### src/rtl/tt_mux_seq_pkg.sv
// Shared types and constants for the row mux sequencer.
package tt_mux_seq_pkg;

  localparam int CNT_W = 8;

  typedef enum logic [1:0] {
    OFF    = 2'd0,
    PWR_UP = 2'd1,
    ACTIVE = 2'd2,
    DRAIN  = 2'd3
  } state_e;

endpackage

### src/rtl/tt_mux_seq_slot.sv
// Per-slot gating: enable and power flops fed from next-state decode, inward data gated by enable.
module tt_mux_seq_slot #(
  parameter int N_I = 10
) (
  input  logic           clk,
  input  logic           rst_n,
  input  logic           slot_sel,
  input  logic           pwr_on,
  input  logic           act_on,
  input  logic [N_I-1:0] si_usr,
  output logic           um_ena,
  output logic           um_pg_en,
  output logic [N_I-1:0] um_iw
);

  logic ena_r;
  logic pg_en_r;

  // Registered slot controls, so the slot pins never see decode glitches.
  always_ff @(posedge clk or negedge rst_n) begin
    if (!rst_n) begin
      ena_r   <= 1'b0;
      pg_en_r <= 1'b0;
    end else begin
      ena_r   <= slot_sel & act_on;
      pg_en_r <= slot_sel & pwr_on;
    end
  end

  // Inward data passes only while this slot is enabled.
  always_comb begin
    um_iw = {N_I{1'b0}};
    if (ena_r) begin
      um_iw = si_usr;
    end else begin
      um_iw = {N_I{1'b0}};
    end
  end

  assign um_ena   = ena_r;
  assign um_pg_en = pg_en_r;

endmodule

### src/rtl/tt_mux_seq.sv
// Row mux sequencer: decodes the spine select and walks the chosen slot through
// power-up, active and drain so that slot handover is power-safe.
module tt_mux_seq
  import tt_mux_seq_pkg::*;
#(
  parameter int N_UM      = 16,
  parameter int N_I       = 10,
  parameter int N_O       = 24,
  parameter int COL_W     = 5,
  parameter int PWR_CYC   = 8,
  parameter int GUARD_CYC = 4,
  parameter int OUT_REG   = 1
) (
  input  logic                 clk,
  input  logic                 rst_n,
  input  logic [3:0]           addr,
  input  logic                 sel_ena,
  input  logic [3:0]           sel_row,
  input  logic [COL_W-1:0]     sel_col,
  input  logic [N_I-1:0]       si_usr,
  output logic [N_O-1:0]       so_usr,
  input  logic [N_O*N_UM-1:0]  um_ow,
  output logic [N_I*N_UM-1:0]  um_iw,
  output logic [N_UM-1:0]      um_ena,
  output logic [N_UM-1:0]      um_pg_en,
  output logic                 busy,
  output logic                 k_zero
);

  localparam logic [CNT_W-1:0] PWR_INIT   = CNT_W'(PWR_CYC - 1);
  localparam logic [CNT_W-1:0] GUARD_INIT = CNT_W'(GUARD_CYC - 1);
  localparam logic [COL_W:0]   N_UM_C     = (COL_W + 1)'(N_UM);

  state_e           state_r, state_s;
  logic [COL_W-1:0] cur_r, cur_s;
  logic [CNT_W-1:0] cnt_r, cnt_s;
  logic             req_v_s;
  logic             same_s;
  logic [N_UM-1:0]  sel_s;
  logic [N_O-1:0]   ow_mux_s;
  logic             busy_r;

  assign req_v_s = sel_ena & (sel_row == addr) & ({1'b0, sel_col} < N_UM_C);
  assign same_s  = req_v_s & (sel_col == cur_r);

  // Handover FSM next-state; DRAIN only honours the request seen in its last cycle.
  always_comb begin
    state_s = state_r;
    cur_s   = cur_r;
    cnt_s   = cnt_r;
    case (state_r)
      OFF: begin
        if (req_v_s) begin
          cur_s   = sel_col;
          cnt_s   = PWR_INIT;
          state_s = PWR_UP;
        end else begin
          state_s = OFF;
        end
      end
      PWR_UP: begin
        if (!same_s) begin
          state_s = OFF;
        end else if (cnt_r == {CNT_W{1'b0}}) begin
          state_s = ACTIVE;
        end else begin
          cnt_s = cnt_r - CNT_W'(1);
        end
      end
      ACTIVE: begin
        if (!same_s) begin
          cnt_s   = GUARD_INIT;
          state_s = DRAIN;
        end else begin
          state_s = ACTIVE;
        end
      end
      DRAIN: begin
        if (cnt_r != {CNT_W{1'b0}}) begin
          cnt_s = cnt_r - CNT_W'(1);
        end else if (req_v_s) begin
          cur_s   = sel_col;
          cnt_s   = PWR_INIT;
          state_s = PWR_UP;
        end else begin
          state_s = OFF;
        end
      end
      default: state_s = OFF;
    endcase
  end

  // FSM state, current column and cycle counter.
  always_ff @(posedge clk or negedge rst_n) begin
    if (!rst_n) begin
      state_r <= OFF;
      cur_r   <= {COL_W{1'b0}};
      cnt_r   <= {CNT_W{1'b0}};
    end else begin
      state_r <= state_s;
      cur_r   <= cur_s;
      cnt_r   <= cnt_s;
    end
  end

  // One-hot slot select and outward mux over the row.
  always_comb begin
    sel_s    = {N_UM{1'b0}};
    ow_mux_s = {N_O{1'b0}};
    for (int i = 0; i < N_UM; i++) begin
      sel_s[i] = (cur_s == COL_W'(i));
      ow_mux_s = ow_mux_s | ((cur_r == COL_W'(i)) ? um_ow[N_O*i +: N_O] : {N_O{1'b0}});
    end
  end

  for (genvar g = 0; g < N_UM; g++) begin : g_slot
    tt_mux_seq_slot #(.N_I(N_I)) u_slot (
      .clk      (clk),
      .rst_n    (rst_n),
      .slot_sel (sel_s[g]),
      .pwr_on   (state_s != OFF),
      .act_on   (state_s == ACTIVE),
      .si_usr   (si_usr),
      .um_ena   (um_ena[g]),
      .um_pg_en (um_pg_en[g]),
      .um_iw    (um_iw[N_I*g +: N_I])
    );
  end

  if (OUT_REG != 0) begin : g_oreg
    logic [N_O-1:0] so_q_r;
    // Outward data captured only when the next cycle is ACTIVE.
    always_ff @(posedge clk or negedge rst_n) begin
      if (!rst_n) begin
        so_q_r <= {N_O{1'b0}};
      end else begin
        so_q_r <= (state_s == ACTIVE) ? ow_mux_s : {N_O{1'b0}};
      end
    end
    assign so_usr = so_q_r;
  end else begin : g_ocomb
    assign so_usr = (state_r == ACTIVE) ? ow_mux_s : {N_O{1'b0}};
  end

  // Busy flag registered from the next state so it lines up with state_r.
  always_ff @(posedge clk or negedge rst_n) begin
    if (!rst_n) begin
      busy_r <= 1'b0;
    end else begin
      busy_r <= (state_s == PWR_UP) | (state_s == DRAIN);
    end
  end

  assign busy   = busy_r;
  assign k_zero = 1'b0;

endmodule

### config.mk
export PLATFORM = sky130hd
export DESIGN_NAME = tt_mux_seq
export DESIGN_NICKNAME = d
export VERILOG_FILES = /design/src/rtl/tt_mux_seq_pkg.sv /design/src/rtl/tt_mux_seq_slot.sv /design/src/rtl/tt_mux_seq.sv
export SDC_FILE = /design/constraint.sdc
export NUM_CORES = 1
export LEC_CHECK = 0
export CAP_MARGIN = 40
export CORE_AREA = 4 4 239 241
export DETAILED_ROUTE_END_ITERATION = 12
export DIE_AREA = 0 0 243 245
export GPL_ROUTABILITY_DRIVEN = 0
export MAX_ROUTING_LAYER = met4
export PLACE_DENSITY = 0.4
export SYNTH_ARGS = -nofsm -noshare
export SYNTH_HDL_FRONTEND = slang
export SYNTH_HIERARCHICAL = 1
export SYNTH_SLANG_ARGS = --single-unit
### constraint.sdc
create_clock -name clk -period 7.9 [get_ports clk]
set_clock_uncertainty 0.1 [all_clocks]
set_input_delay 1.185 -clock clk [delete_from_list [all_inputs] [get_ports clk]]
set_output_delay 1.185 -clock clk [all_outputs]
set_load 0.01 [all_outputs]
---- After elaboration in Yosys (flattened, before gate mapping) ----
Cells that the tools add are included.
word-level totals
  register bits ........................... 72
  input bits .............................. 410
  output and inout port bits .............. 218
  word-level logic and storage cells ...... 186
operators by class
  add/subtract/negate cells ............... 1
  $lt $le $gt $ge ......................... 1
  eq/ne operators ......................... 41
  muxes and demuxes ....................... 48
  bitwise logic cells ..................... 51
  reduce and logical (&&, ||, !) cells .... 7
operator list
  kind                   number
  $mux W24               17
  $or A24 B24 Y24        15
  $mux W10               16
  $eq A5 B4 Y1 const B   16
  $eq A5 B3 Y1 const B   8
  $mux W8                5
  $and A1 B1 Y1          35
  $pmux W8 S4            1
  $eq A5 B2 Y1 const B   4
  $eq A5 B1 Y1 const B   2
  $logic_not A5 Y1       2
  $mux W5                2
  $pmux W5 S2            1
  $eq A2 B2 Y1 const B   4
  $logic_not A8 Y1       1
  $pmux W2 S4            1
  $reduce_bool A8 Y1     1
  $sub A8 B1 Y8 const B  1
  $mux W2                3
  $ne A2 B2 Y1 const B   3
  $eq A5 B5 Y1           1
  $lt A5 B5 Y1 const B   1
  $eq A2 B1 Y1 const B   2
  $eq A4 B4 Y1           1
  5 further kinds        6

---- Logic depth before layout (Yosys ltp) ----
Gate-level depths: netlist (run 1).
  depth after elaboration ................. 18
  mapped depth ............................ 11
  mapped depth without buffers ............ 9

---- Modules after synthesis ----
Netlist (run 1), hierarchy kept.
modules (own cells, without submodules)
  module           instances  cells each  area each (um2)  sequential area each (um2)
  tt_mux_seq       1          627         4787.1           975.9
  tt_mux_seq_slot  16         14          125.1            50.0

---- Least setup slack after synthesis (run 1) ----
Ideal clock, no wire load.
  path type ............................... input -> register
  start point ............................. input port sel_col[1]
  end point ............................... register g_slot[0].u_slot.ena_r
  library setup time ...................... 0.067 ns
  data arrival time ....................... 3.109 ns
  required time ........................... 7.733 ns
  slack ................................... 4.624 ns
  cell stages on the path ................. 10
  buffers on the path ..................... 3
  cells stage by stage .................... clkbuf_1 xnor2_1 o21ai_0 nor2_4 a311oi_1 a311o_1 buf_6 buf_6 nor2_1 and2_1
on the way
  word-level cells in the longest chain between the ends .. 7
  elaborated cells between the ends (all ways) .. 15
  classes of those cells .................. 1 x order compare; 2 x eq/ne; 8 x mux; 3 x bitwise; 1 x reduce/logical
RTL lines
  element                                                  line                                  text
  start, declared                                          tt_mux_seq.sv:19                      input logic [COL_W-1:0] sel_col,
  $lt A5 B5 Y1                                             tt_mux_seq.sv:43                      assign req_v_s = sel_ena & (sel_row == addr) & ({1'b0, sel_col} < N_UM_C);
  $and A1 B1 Y1                                            tt_mux_seq.sv:43
  $mux W1, or another cell as far along                    tt_mux_seq.sv:53, tt_mux_seq.sv:81
  $mux W2, or another cell as far along                    tt_mux_seq.sv:79                      if (cnt_r != {CNT_W{1'b0}}) begin
  $pmux W2 S4 / $pmux W5 S2 (equally long branches)        tt_mux_seq.sv:51                      case (state_r)
  $eq A2 B2 Y1 / $logic_not A5 Y1 (equally long branches)  tt_mux_seq.sv:122, tt_mux_seq.sv:111
  $and A1 B1 Y1 (*)                                        tt_mux_seq_slot.sv:25                 ena_r <= slot_sel & act_on;
  end signal, assigned                                     tt_mux_seq_slot.sv:25
  end, declared                                            tt_mux_seq_slot.sv:16                 logic ena_r;
Mark *: on every way between the ends. The rest lies on a longest branch, timed or not.
A chain may end at the register's enable or synchronous reset.

---- Worst setup path in the final report (run 1) ----
  start point ............................. input port addr[2]
  end point ............................... register g_slot[15].u_slot.ena_r
on the way
  word-level cells in the longest chain between the ends .. 8
  elaborated cells between the ends (all ways) .. 15
  classes of those cells .................. 3 x eq/ne; 8 x mux; 4 x bitwise
RTL lines
  element                                              line                                  text
  start, declared                                      tt_mux_seq.sv:16                      input logic [3:0] addr,
  $eq A4 B4 Y1 (*)                                     tt_mux_seq.sv:43
  $and A1 B1 Y1 (*) (2 in series)                      tt_mux_seq.sv:43
  $mux W5, or another cell as far along                tt_mux_seq.sv:53, tt_mux_seq.sv:81
  $mux W5, or another cell as far along                tt_mux_seq.sv:79
  $pmux W5 S2 / $pmux W2 S4 (equally long branches)    tt_mux_seq.sv:51
  $eq A5 B4 Y1 / $eq A2 B2 Y1 (equally long branches)  tt_mux_seq.sv:111, tt_mux_seq.sv:122
  $and A1 B1 Y1 (*)                                    tt_mux_seq_slot.sv:25
  end signal, assigned                                 tt_mux_seq_slot.sv:25
  end, declared                                        tt_mux_seq_slot.sv:16
Marked as above.

==> results of run 1 <==
[logic make-up (layout without fill, tap and decap cells)]
kind of cell	after synthesis	after routing	share of synthesized area (%)
flops	71	71	26.17
simple gates	442	442	37.69
xor+xnor	8	8	1.032
buf+inv	60	674	4.460
compound gates	263	263	29.52
mux	1	1	0.1474
fa+ha+maj	5	5	0.9215
other cells	1	20	0.05524
[area by class of cell]
class	instances	area (um^2)	area share, %
Tap cell	704	880.8	6.137
Multi-Input combinational cell	720	4825	33.62
Timing Repair Buffer	648	6479	45.14
Clock buffer	10	239.0	1.665
Inverter	10	37.54	0.2615
Sequential cell	71	1777	12.38
Clock inverter	6	67.56	0.4708
Antenna cell	19	47.55	0.3313
[cell usage in the layout, fill, tap and decap left out, drive strengths merged, types with 3 or more instances in the layout]
| cell type | instances |
|---|---|
| nand3b | 3 |
| nand3 | 6 |
| nand2 | 87 |
| clkbuf | 10 |
| clkdlybuf4s50 | 625 |
| o21ai | 19 |
| a31o | 3 |
| nand2b | 8 |
| a31oi | 6 |
| nor3 | 41 |
| nor2b | 6 |
| nor2 | 46 |
| ha | 5 |
| or2 | 4 |
| and2 | 195 |
| nand4 | 11 |
| o2bb2ai | 3 |
| xnor2 | 6 |
| a21oi | 6 |
| or3 | 3 |
| nor4 | 22 |
| buf | 23 |
| diode | 19 |
| a211oi | 3 |
| o22ai | 4 |
| inv | 11 |
| dfrtp | 71 |
| a22oi | 192 |
[metal layers]
layer	vias up	global-route usage, %	routed length (um)
met1	4546	20.44	21300
met2	594	35.82	31370
li1	4409	-	-
met4	0	4.583	1160
met3	73	5.123	4552
met5	-	-	0
[through the flow]
stage                     utilization (%)  setup WS (ns)  power (mW)  hold WS [ns]  cell area, um^2
after floorplan                         -          4.624      0.9590        0.4397             6789
after global placement              25.36          3.244       1.564        0.4699            13920
after detailed placement            25.51          3.169       1.564        0.4904            14000
after CTS                           26.07          3.531       2.031        0.5032            14310
after global routing                26.15          3.182       2.117        0.5254            14350
final                               26.15          3.528       1.995        0.4924            14350
[worst max-delay path by stage]
stage          startpoint  depth (start not counted)                       end  slack [ns]
2_1_floorplan  sel_col[1]                         10   g_slot[0].u_slot/um_ena        4.62
3_3_place_gp      addr[0]                          9   g_slot[7].u_slot/um_ena        3.24
3_5_place_dp      addr[2]                          9   g_slot[1].u_slot/um_ena        3.17
4_1_cts           addr[2]                          9   g_slot[1].u_slot/um_ena        3.53
5_1_grt           addr[0]                          9  g_slot[11].u_slot/um_ena        3.18
6_report          addr[2]                          9  g_slot[15].u_slot/um_ena        3.53
[synth_stat cells (8+ instances only)]
| cell type | number | area (um^2) |
|---|---|---|
| buf_2 | 17 | 85.08 |
| nor4_1 | 20 | 125.1 |
| nand2b_1 | 8 | 50.05 |
| a22oi_1 | 192 | 1441 |
| nor2_1 | 43 | 161.4 |
| clkbuf_1 | 24 | 90.09 |
| nand4_1 | 11 | 68.82 |
| nor3_1 | 19 | 95.09 |
| nand2_1 | 87 | 326.6 |
| inv_1 | 9 | 33.78 |
| and2_1 | 195 | 1220 |
| nor3_2 | 22 | 220.2 |
| o21ai_0 | 17 | 85.08 |
| dfrtp_1 | 71 | 1777 |
[report_power, final]
| part | leakage (nW) | internal, mW | switching [mW] |
|---|---|---|---|
| Sequential | 0.981 | 0.379 | 0.0516 |
| Combinational | 4.28 | 0.461 | 0.658 |
| Clock | 0.145 | 0.255 | 0.190 |
[state kept, by name, summed over array words and instances, names as in the netlist]
register / cells
g_slot.u_slot/um_ena: 16
so_usr: 24
state_r: 2
cur_r: 5
cnt_r: 8
g_slot.u_slot/um_pg_en: 16
[critical path: stages]
cell	delay [ns]
clkdlybuf4s50_1	0.42
xnor2_1	0.20
nand3_1	0.27
nor2_2	0.68
a311oi_1	0.20
a311o_2	0.38
buf_4	0.29
nor2_1	0.69
and2_1	0.23
==> flow_metrics.env, run 1 <==
export IMPL_drc=0
export IMPL_layout_nets=1875
export IMPL_holdBufCountCts=0
export IMPL_drt_pre_antenna_iters=5
export IMPL_num_io_pins=628
export IMPL_synth_cell_types=73
export IMPL_p_leak_nw=5.407
export IMPL_die_w_um=243
export IMPL_timing_rr_start="cur_r[3]"
export IMPL_worstPathRequired_ns=8.08
export IMPL_hold_start="cnt_r[7]"
export IMPL_first_global_vias=9867
export IMPL_htreeDepth=3
export IMPL_tns_ns=0
export IMPL_antenna_found_initial=29
export IMPL_drive_above_1_share_pct=6.689
export IMPL_slew_headroom_pct=45.79
export IMPL_r2r_end="g_slot[15].u_slot/um_ena"
export IMPL_cap_violations=0
export IMPL_coreArea_um2=54880
export IMPL_crit_path_end_kind="flip-flop"
export IMPL_ys_ff_latch=71
export IMPL_worstPathMaxFanout=27
export IMPL_cts_buffers=9
export IMPL_die_h_um=245
export IMPL_critPathKind="input port to flip-flop"
export IMPL_detail_route_antenna_nets=0
export IMPL_clock_sinks=71
export IMPL_post_cts_buffers=0
export IMPL_async_flop_share_pct=100.0
export IMPL_dp_cells=2153
export IMPL_status="finished clean"
export IMPL_power_density_nw_per_um2=139.0
export IMPL_tightest_slew_ns=0.8101
export IMPL_hold_path_class="flip-flop to flip-flop"
export IMPL_grt_pass1_wl_um=80050
export IMPL_via_per_inst=4.398
export IMPL_finalSetupViolations=0
export IMPL_synth_edf_count=0
export IMPL_routed_wl_um=58380
export IMPL_hold_depth=2
export IMPL_min_to="cnt_r[7]"
export IMPL_fp_dieArea_um2=59540
export IMPL_cts_resized=0
export IMPL_start_util_pct=12.37
export IMPL_vdd_drop_max_mv=0.07086
export IMPL_ys_warnings_count=6
export IMPL_clockBufferDepth=2
export IMPL_vias=9622
export IMPL_area_delta_synth_final_pct=111.4
export IMPL_r2r_cells=8
export IMPL_syn_area_per_cell_um2=7.978
export IMPL_layout_min_cycle_time_ns=4.372
export IMPL_grt_remaining_overflow=0
export IMPL_grt_total_usage_pct=19.29
export IMPL_drt_initial_drc_count=548
export IMPL_path_clk_slew_ns=0.06
export IMPL_clock_root_buffer="clkbuf_16"
export IMPL_row_count=86
export IMPL_stdcell_count=2188
export IMPL_synthFlopType="dfrtp_1"
export IMPL_clkLatencyLatePin_ns=0.34
export IMPL_max_freq_mhz=228.8
export IMPL_rsz0062_at_grt="false"
export IMPL_fill_cells=6014
export IMPL_ys_seq_area_share_pct=26.17
export IMPL_synth_area_um2=6789
export IMPL_dpl_hpwl_um=48480
export IMPL_finalCritPeriodShare_pct=55.34
export IMPL_io_buffers=626
export IMPL_start_kind="input port"
export IMPL_grt_max_degree=54
export IMPL_report_final_slew_viol_count=0
export IMPL_wl_per_cell_um=26.68
export IMPL_arrival_ns=4.55
export IMPL_synth_nets=1266
export IMPL_syn_inst=851
export IMPL_hold_viol=0
export IMPL_cts_tree="done"
export IMPL_r2r_setup_slack_ns=4.52
No activity file was read; power rests on OpenSTA's default activity.
==> inputs of run 2 (changes only) <==
- clock period: 7.9 -> 4.4 ns (I/O delays scaled with it)
==> run 2 against run 1 <==
Sequential share of layout area is essentially flat. Count of clock-buffer cells in the layout shrank 1. Critical path depth is the same. Core utilization grew 0.091 points. Global-route usage grew 0.19 points. Total power grew 81%. Worst setup slack lost 2.3 ns. Critical path type is now flip-flop to flip-flop. Largest cell class unchanged. Highest routed layer unchanged.
==> flow_metrics.env, run 2 (synthesis gave the netlist of run 1 again) <==
export IMPL_vdd_drop_max_mv=0.1705
export IMPL_largest_reg_flops=24
export IMPL_arrival_ns=3.37
export IMPL_grt_total_usage_pct=19.48
export IMPL_cts_buffers=9
export IMPL_finalSetupViolations=0
export IMPL_r2r_end="g_slot[11].u_slot/um_pg_en"
export IMPL_r2r_cells=9
export IMPL_cp_startpoint="cnt_r[0]"
export IMPL_num_io_pins=628
export IMPL_grt_remaining_overflow=0
export IMPL_antenna_found_initial=40
export IMPL_layout_min_cycle_time_ns=3.189
export IMPL_crit_path_max_incr_delay_ns=0.57
export IMPL_power_density_nw_per_um2=250.0
export IMPL_cap_violations=0
export IMPL_hold_viol=0
export IMPL_crit_path_end_kind="flip-flop"
export IMPL_r2r_setup_slack_ns=1.21
export IMPL_first_global_vias=10080
export IMPL_layout_common_cells="625 x clkdlybuf4s50_1, 195 x and2_1, 192 x a22oi_1, 87 x nand2_1, 71 x dfrtp_1"
export IMPL_die_w_um=243
export IMPL_drc=0
export IMPL_cts_resized=0
export IMPL_clock_root_buffer="clkbuf_16"
export IMPL_finalCritPeriodShare_pct=72.47
export IMPL_drt_initial_drc_count=562
export IMPL_slew_headroom_pct=49.69
export IMPL_dpl_instance_area_um2=14030
export IMPL_grt_pass1_wl_um=80670
export IMPL_fp_dieArea_um2=59540
export IMPL_worstPathRequired_ns=4.58
export IMPL_row_count=86
export IMPL_timing_rr_start="cnt_r[0]"
export IMPL_routed_wl_um=59280
export IMPL_tns_ns=0
export IMPL_grt_max_degree=37
export IMPL_path_clk_slew_ns=0.08
export IMPL_detail_route_antenna_nets=0
export IMPL_cp_common_cell="o21ai_0"
export IMPL_area_delta_synth_final_pct=112.1
export IMPL_status="finished clean"
export IMPL_drive_above_1_share_pct=6.753
export IMPL_wl_per_cell_um=26.96
export IMPL_fin_area_um2=14400
export IMPL_report_final_slew_viol_count=0
export IMPL_holdBufCountCts=0
export IMPL_start_kind="flip-flop"
export IMPL_coreArea_um2=54880
export IMPL_max_freq_mhz=313.6
export IMPL_stdcell_count=2199
export IMPL_htreeDepth=3
export IMPL_layout_nets=1876
export IMPL_critPathKind="flip-flop to flip-flop"
export IMPL_clockBufferDepth=2
export IMPL_via_per_inst=4.392
export IMPL_worstPathMaxFanout=8
export IMPL_cts_tree="done"
export IMPL_power_total_mw=3.601
export IMPL_tightest_slew_ns=0.7522
export IMPL_io_buffers=626
export IMPL_post_cts_buffers=0
export IMPL_start_util_pct=12.37
export IMPL_dpl_hpwl_um=49520
export IMPL_vias=9657
export IMPL_slowest_stage="o21ai_0"
export IMPL_drt_pre_antenna_iters=5
export IMPL_hold_path_class="input port to async pin"
export IMPL_clkLatencyLatePin_ns=0.35
export IMPL_clock_sinks=71
export IMPL_dp_cells=2154
export IMPL_rsz0062_at_grt="false"
export IMPL_cp_cell_sequence="inv_1 > ha_1 > nor3b_2 > a31oi_4 > nor2_1 > o21ai_0 > o21ai_0 > nor2b_1 > and2_1"
export IMPL_layout_commonest_cell="clkdlybuf4s50_1"
export IMPL_p_leak_nw=5.420
export IMPL_fill_cells=6018
export IMPL_die_h_um=245
run 2: routing by layer:
layer  up-vias  share of wire, %  global-route usage (%)  wire length [um]
met4         0               2.7                   6.315              1625
met3        63               7.8                   5.462              4638
met2       564                53                   35.91             31640
met1      4600                36                   20.02             21380
met5         -                 0                       -                 0
li1       4430                 -                       -                 -
run 2: through the flow:
step	worst slack, ns	hold slack, ns	utilization, %
after global placement	1.120	0.4760	25.36
after CTS	1.208	0.2186	26.11
final	1.211	0.1992	26.24
after global routing	1.032	0.2390	26.24
after floorplan	1.649	0.2644	-
after detailed placement	1.052	0.4771	25.56
run 2: where the power goes:
| part | switching, mW | leakage [nW] | internal [mW] |
|---|---|---|---|
| combinational | 1.19 | 4.29 | 0.849 |
| sequential | 0.0983 | 0.981 | 0.680 |
| clock | 0.335 | 0.151 | 0.447 |
run 2: area by class of cell:
type | count | area [um^2] | share of cell area (%)
timing repair buffer | 649 | 6506 | 45.17
sequential | 71 | 1777 | 12.34
clock inverter | 7 | 78.83 | 0.5473
multi-input combinational | 720 | 4825 | 33.50
clock buffer | 9 | 225.2 | 1.564
inverter | 10 | 37.54 | 0.2606
antenna | 29 | 72.57 | 0.5039
tap | 704 | 880.8 | 6.116
run 2: worst max-delay path, delay by kind of cell, from the launching register on:
kind,cells,cell delay [ns]
AO/OA/AOI/OAI,3,1.02
adder cells (fa/ha/maj),1,0.21
buffers and inverters,1,0.07
flip-flops,1,0.41
AND/OR/NAND/NOR,4,1.31
run 2: how the worst max path moves through the flow:
stage | endpoint | slack [ns] | depth (start not counted)
floorplan | g_slot[0].u_slot/um_ena | 1.65 | 10
global placement | so_usr[21] | 1.12 | 8
detailed placement | so_usr[19] | 1.05 | 8
CTS | um_iw[78] | 1.21 | 3
global route | g_slot[11].u_slot/um_pg_en | 1.03 | 9
finish | g_slot[11].u_slot/um_pg_en | 1.21 | 9
